==> src/rtl/serial_subtractor.sv <==
// Bit-serial WIDTH-bit subtractor (LSB first, one bit per clock) with IDLE/BUSY/DONE handshake.
// Latency: WIDTH edges from accept to result_valid; result held until result_ready.
module serial_subtractor #(
  parameter int WIDTH = 8
) (
  input  logic             clk,
  input  logic             rst_n,
  input  logic             start,
  input  logic [WIDTH-1:0] subtractor_input1,
  input  logic [WIDTH-1:0] subtractor_input2,
  output logic             busy,
  output logic             result_valid,
  input  logic             result_ready,
  output logic [WIDTH-1:0] subtractor_output,
  output logic             borrow_out,
  output logic             zero_flag,
  output logic             overflow_flag
);

  localparam int CW = (WIDTH > 1) ? $clog2(WIDTH) : 1;
  localparam logic [CW-1:0] LAST = CW'(WIDTH - 1);

  typedef enum logic [1:0] {
    IDLE = 2'd0,
    BUSY = 2'd1,
    DONE = 2'd2
  } state_t;

  state_t           state_q, state_d;
  logic [WIDTH-1:0] a_q, a_d;
  logic [WIDTH-1:0] b_q, b_d;
  logic [WIDTH-1:0] res_q, res_d;
  logic [CW-1:0]    cnt_q, cnt_d;
  logic             br_q, br_d;
  logic             borrow_q, borrow_d;
  logic             zero_q, zero_d;
  logic             ovf_q, ovf_d;

  logic             a_bit, b_bit, diff_bit, br_nxt;
  logic [WIDTH-1:0] res_shift;

  // Operands stay unshifted so their MSBs remain available for the overflow flag.
  always_comb begin
    a_bit     = a_q[cnt_q];
    b_bit     = b_q[cnt_q];
    diff_bit  = a_bit ^ b_bit ^ br_q;
    br_nxt    = (~a_bit & b_bit) | (~a_bit & br_q) | (b_bit & br_q);
    res_shift = {diff_bit, res_q[WIDTH-1:1]};
  end

  always_comb begin
    state_d  = state_q;
    a_d      = a_q;
    b_d      = b_q;
    res_d    = res_q;
    cnt_d    = cnt_q;
    br_d     = br_q;
    borrow_d = borrow_q;
    zero_d   = zero_q;
    ovf_d    = ovf_q;
    case (state_q)
      IDLE: begin
        if (start) begin
          a_d     = subtractor_input1;
          b_d     = subtractor_input2;
          cnt_d   = '0;
          br_d    = 1'b0;
          state_d = BUSY;
        end
      end
      BUSY: begin
        res_d = res_shift;
        br_d  = br_nxt;
        cnt_d = cnt_q + CW'(1);
        if (cnt_q == LAST) begin
          state_d  = DONE;
          borrow_d = br_nxt;
          zero_d   = (res_shift == '0);
          ovf_d    = (a_q[WIDTH-1] != b_q[WIDTH-1]) & (diff_bit != a_q[WIDTH-1]);
        end
      end
      DONE: begin
        if (result_ready) state_d = IDLE;
      end
      default: state_d = IDLE;
    endcase
  end

  always_ff @(posedge clk or negedge rst_n) begin
    if (!rst_n) begin
      state_q  <= IDLE;
      a_q      <= '0;
      b_q      <= '0;
      res_q    <= '0;
      cnt_q    <= '0;
      br_q     <= 1'b0;
      borrow_q <= 1'b0;
      zero_q   <= 1'b0;
      ovf_q    <= 1'b0;
    end else begin
      state_q  <= state_d;
      a_q      <= a_d;
      b_q      <= b_d;
      res_q    <= res_d;
      cnt_q    <= cnt_d;
      br_q     <= br_d;
      borrow_q <= borrow_d;
      zero_q   <= zero_d;
      ovf_q    <= ovf_d;
    end
  end

  assign busy              = (state_q == BUSY);
  assign result_valid      = (state_q == DONE);
  assign subtractor_output = res_q;
  assign borrow_out        = borrow_q;
  assign zero_flag         = zero_q;
  assign overflow_flag     = ovf_q;

endmodule
==> config.mk <==
export PLATFORM = sky130hd
export DESIGN_NAME = serial_subtractor
export DESIGN_NICKNAME = d
export VERILOG_FILES = /design/src/rtl/serial_subtractor.sv
export SDC_FILE = /design/constraint.sdc
export NUM_CORES = 1
export LEC_CHECK = 0
export ABC_AREA = 1
export CORE_MARGIN = 3
export CORE_UTILIZATION = 40
export DETAILED_ROUTE_END_ITERATION = 6
export PLACE_DENSITY = 0.71
export SYNTH_ARGS = -nofsm -noshare
export SYNTH_HDL_FRONTEND = slang
export SYNTH_SLANG_ARGS = --single-unit
==> constraint.sdc <==
create_clock -name clk -period 2.1 [get_ports clk]
set_input_delay 0.21 -clock clk [delete_from_list [all_inputs] [get_ports clk]]
set_output_delay 0.21 -clock clk [all_outputs]
set_load 0.01 [all_outputs]
# Yosys cells after proc, flatten, opt, wreduce, memory -nomap -nowiden
# Index checks and enable logic that the tools add are counted.
# totals
register_bits,33
latch_bits,0
ram_bits,0
rom_bits,0
in_bits,20
out_inout_bits,13
word_cells,47
mem_count,0
# classes
addsub,1
multipliers,0
div,0
n_lt_le_gt_ge,1
eq_ne,8
shifts,0
mux,12
bitwise_logic,9
n_reduce_logical,7
# ops
op,count
8-bit zero test,1
1-bit binary-select mux with 3-bit select,2
2-bit two-way mux,3
2-bit one-hot mux with 3 select lines,1
3-bit one-hot mux with 2 select lines,1
2-bit AND reduction,3
1-bit AND,4
"3-bit by 4-bit less-than comparator with 1-bit output, second input constant",1
"2-bit by 1-bit inequality test with 1-bit output, second input constant",2
"3-bit by 1-bit adder with 3-bit output, second input constant",1
"3-bit equality test, second input constant",1
1-bit two-way mux,3
3-bit two-way mux,1
3-bit AND reduction,1
"2-bit by 1-bit equality test with 1-bit output, second input constant",1
"2-bit equality test, second input constant",1
2-bit zero test,1
1-bit inequality test,2
"2-bit inequality test, second input constant",1
1-bit OR,2
1-bit one-hot mux with 2 select lines,1
2-bit nonzero test,1
1-bit bitwise XOR,2
1-bit inverter,1

# Longest topological paths before layout
# depth
word_depth,7
depth_mapped,12
ltp_nobuf,11

# Least setup slack after synthesis
# OpenSTA, ideal clock, no wires.
# synth_timing
kind,flip-flop to flip-flop
startpoint,reg cnt_q[0]
endpoint,"reg ovf_q, in the netlist overflow_flag"
arrival_ns,1.688
slack_ns,0.329
path_stages_with_launch,12
n_path_buf,1
synth_period_minus_slack_ns,1.771
cell_sequence,dfrtp_1 > buf_2 > inv_2 > nand2_1 > nand3_1 > nand2_1 > nand2_1 > nand2_1 > fa_1 > o21ai_0 > nand2_1 > o21ai_0
# synth_via
elab_chain_len,6
# synth_rtl
element,line_no,text
"start, declared",33,"logic [CW-1:0] cnt_q, cnt_d;"
"start signal, assigned",105,cnt_q <= cnt_d;
"1-bit binary-select mux with 3-bit select, on equally long branches","44, 45",
"1-bit two-way mux, on equally long branches","44, 45",
1-bit bitwise XOR (2 in series),46,diff_bit = a_bit ^ b_bit ^ br_q;
1-bit inequality test,79,ovf_d = (a_q[WIDTH-1] != b_q[WIDTH-1]) & (diff_bit != a_q[WIDTH-1]);
1-bit AND,79,
"end signal, assigned",109,ovf_q <= ovf_d;
"end, declared",37,"logic ovf_q, ovf_d;"
# Parallel ways exist; a longest one is shown, timed or not. The select of a mux whose other input is x is not followed.
# A chain may end at the register's enable or synchronous reset.

# Worst setup path in the final report
# Same ends and word-level chain as after synthesis.

==> results.sh <==
export IMPL_status="complete, no violations"
export IMPL_cap_violations=0
export IMPL_htreeDepth=2
export IMPL_synth_area_per_cell_um2=8.57
export IMPL_cp_start_kind="flop"
export IMPL_cts_root_buf="clkbuf_8"
export IMPL_hold_violations=0
export IMPL_seq_area_frac_synth=0.518
export IMPL_std_cell_rows=22
export IMPL_synth_most_common_cell="nand2_1"
export IMPL_path_max_fanout=11
export IMPL_vias=1257
export IMPL_drt_wl_total_um=3060
export IMPL_synth_common_cells="nand2_1, dfrtp_1, inv_1, nor2_1, o21ai_0"
export IMPL_drt_iter0_drc=83
export IMPL_fp_dieW_um=69.1
export IMPL_antenna_found_initial=0
export IMPL_syn_inst=186
export IMPL_multi_input_area_um2=611
export IMPL_hpwl_um=2160
export IMPL_reg2reg_to="overflow_flag"
export IMPL_endpoint_kind="flop"
export IMPL_clk_latency_ns=0.29
export IMPL_leakage_nw=0.985
export IMPL_vias_per_cell=4.66
export IMPL_synth_edff_count=0
export IMPL_crit_required_ns=2.31
export IMPL_dpl_cell_count=262
export IMPL_design_die_area_um2=4780
export IMPL_synthesis_nets=209
export IMPL_ys_types=17
export IMPL_slew_violations=0
export IMPL_yosysTopAreaCell="dfrtp_1"
export IMPL_wl_per_cell_um=11.3
export IMPL_firstDrtPassIters=4
export IMPL_n_antenna_cell=0
export IMPL_cts_resized_gates=0
export IMPL_start_util=0.426
export IMPL_tns_ns=0
export IMPL_post_cts_buffers=0
export IMPL_vdd_ir_drop_max_uv=772
export IMPL_synth_top_area_share=0.518
export IMPL_reg2regPathDepth=10
export IMPL_synthArstFlopShare=1.00
export IMPL_areaGrowthSynthToFinish_pct=28.2
export IMPL_setup_violations=0
export IMPL_period_needed_ns=1.91
export IMPL_grt_pass1_wl_um=5400
export IMPL_grtUsageTotal=0.140
export IMPL_antenna_left=0
export IMPL_core_region_area_um2=3740
export IMPL_clock_skew_ns=0.00369
export IMPL_worstSetupPathType="flop to flop"
export IMPL_final_cells=270
export IMPL_synth_ff_latch_count=33
export IMPL_hold_slack_ns=0.323
export IMPL_utilization=0.546
export IMPL_yosys_warnings=0
export IMPL_seq_area_um2=827
export IMPL_reg2reg_from="cnt_q[0]"
export IMPL_ys_flop_type="dfrtp_1"
export IMPL_clk_path_buf_depth=2
export IMPL_rsz0062_at_grt="no"
export IMPL_grt_pass1_vias=1185
export IMPL_finalCritPeriodShare=0.911
export IMPL_max_freq_ghz=0.523
export IMPL_path_clk_slew_ns=0.06
export IMPL_crit_arrival_ns=2.12
export IMPL_setup_slack_ns=0.186
export IMPL_drc=0
export IMPL_dp_slack_ns=0.132
export IMPL_hold_buffers=0
export IMPL_numPortBuffers=32
export IMPL_clock_sinks=33
export IMPL_grt_ovfl_total=0
export IMPL_cts_tree="done"
export IMPL_relSlewSlack=0.702
export IMPL_place_congestion=0.838
export IMPL_die_h_um=69.1
export IMPL_numCtsBuffers=5
export IMPL_r2r_slack_ns=0.19
export IMPL_holdCritPathClass="input port to asynchronous set/reset pin"
export IMPL_io_pin_count=33
export IMPL_tightest_slew_ns=0.446
export IMPL_p_per_area_nw_per_um2=1490
export IMPL_fillCellCount=362
export IMPL_syn_cell_area_um2=1590
export IMPL_grt_max_degree=35
export IMPL_fin_nets=244
export IMPL_drive_gt1_frac=0.144
export IMPL_synthTopCellsByArea="dfrtp_1, nand2_1, a21oi_2"
area by class of cell:
cell class | instances | share of cell area
clock buffer | 7 | 0.0472
clock inverter | 1 | 0.00245
inverter | 29 | 0.0533
multi-input combinational | 118 | 0.299
sequential | 33 | 0.405
tap | 48 | 0.0294
timing repair buffer | 34 | 0.164
per-stage QoR:
| step | total power, mW | instance area [um2] |
|---|---|---|
| 6_report | 3.05 | 2040 |
| 5_1_grt | 3.33 | 2040 |
| 4_1_cts | 3.07 | 2040 |
| 3_5_place_dp | 2.54 | 1940 |
| 3_3_place_gp | 2.52 | 1940 |
| 2_1_floorplan | 2.09 | 1590 |
state kept, by name, summed over array words and instances, names as in the netlist:
signal,count
a_q,8
b_q,8
borrow_out,1
br_q,1
cnt_q,3
overflow_flag,1
state_q,2
subtractor_output,8
zero_flag,1
routing by layer:
| metal | GRT usage | vias up | wire length (um) |
|---|---|---|---|
| li1 | - | 646 | - |
| met1 | 0.206 | 578 | 1600 |
| met2 | 0.184 | 29 | 1300 |
| met3 | 0.0496 | 4 | 131 |
| met4 | 0.0586 | 0 | 33 |
| met5 | 0 | - | 0 |
where the power goes:
part	total (mW)	switching [mW]	leakage [nW]	internal, mW
logic	1.43	0.819	0.542	0.608
clock network	0.523	0.227	0.0542	0.296
registers	1.10	0.171	0.389	0.931
total	3.05	1.22	0.985	1.84
how the worst max path moves through the flow:
stage,from,to,slack [ns],cells after the start
finish,cnt_q[0],overflow_flag,0.19,10
global route,cnt_q[0],overflow_flag,0.02,10
CTS,cnt_q[0],overflow_flag,0.13,9
detailed placement,cnt_q[0],overflow_flag,0.13,9
global placement,cnt_q[0],overflow_flag,0.23,9
floorplan,cnt_q[0],overflow_flag,0.33,11
cells in the final DEF (no fill, tap or decap), types with 2 or more instances in the layout:
master           count
clkdlybuf4s50_1     32
o21ai_0             18
nor2_2               3
a21oi_2             15
buf_4                2
nor2_1              19
nand2_1             44
dfrtp_1             32
inv_1               28
ha_1                 2
nand3_1             12
clkbuf_8             7
critical path, cell delays in order, from the launching register on:
cell and delay, ns:
dfrtp_2 0.48, inv_2 0.15, nand2_1 0.07, nand3_1 0.06, nand2_1 0.05, nand2_1 0.05, nand2_1 0.07, fa_1 0.50
o21ai_0 0.20, nand2_1 0.06, o21ai_0 0.13
cell families (layout without fill, tap and decap cells):
kind of cell	Yosys count	count (layout)	synth area share
AOI/OAI and AO/OA	35	35	0.146
DFF	33	33	0.518
adders and majority gates	3	3	0.0283
and+or+nand+nor	80	80	0.209
buffers and inverters	35	71	0.0989
(Power assumes the default switching activity.)
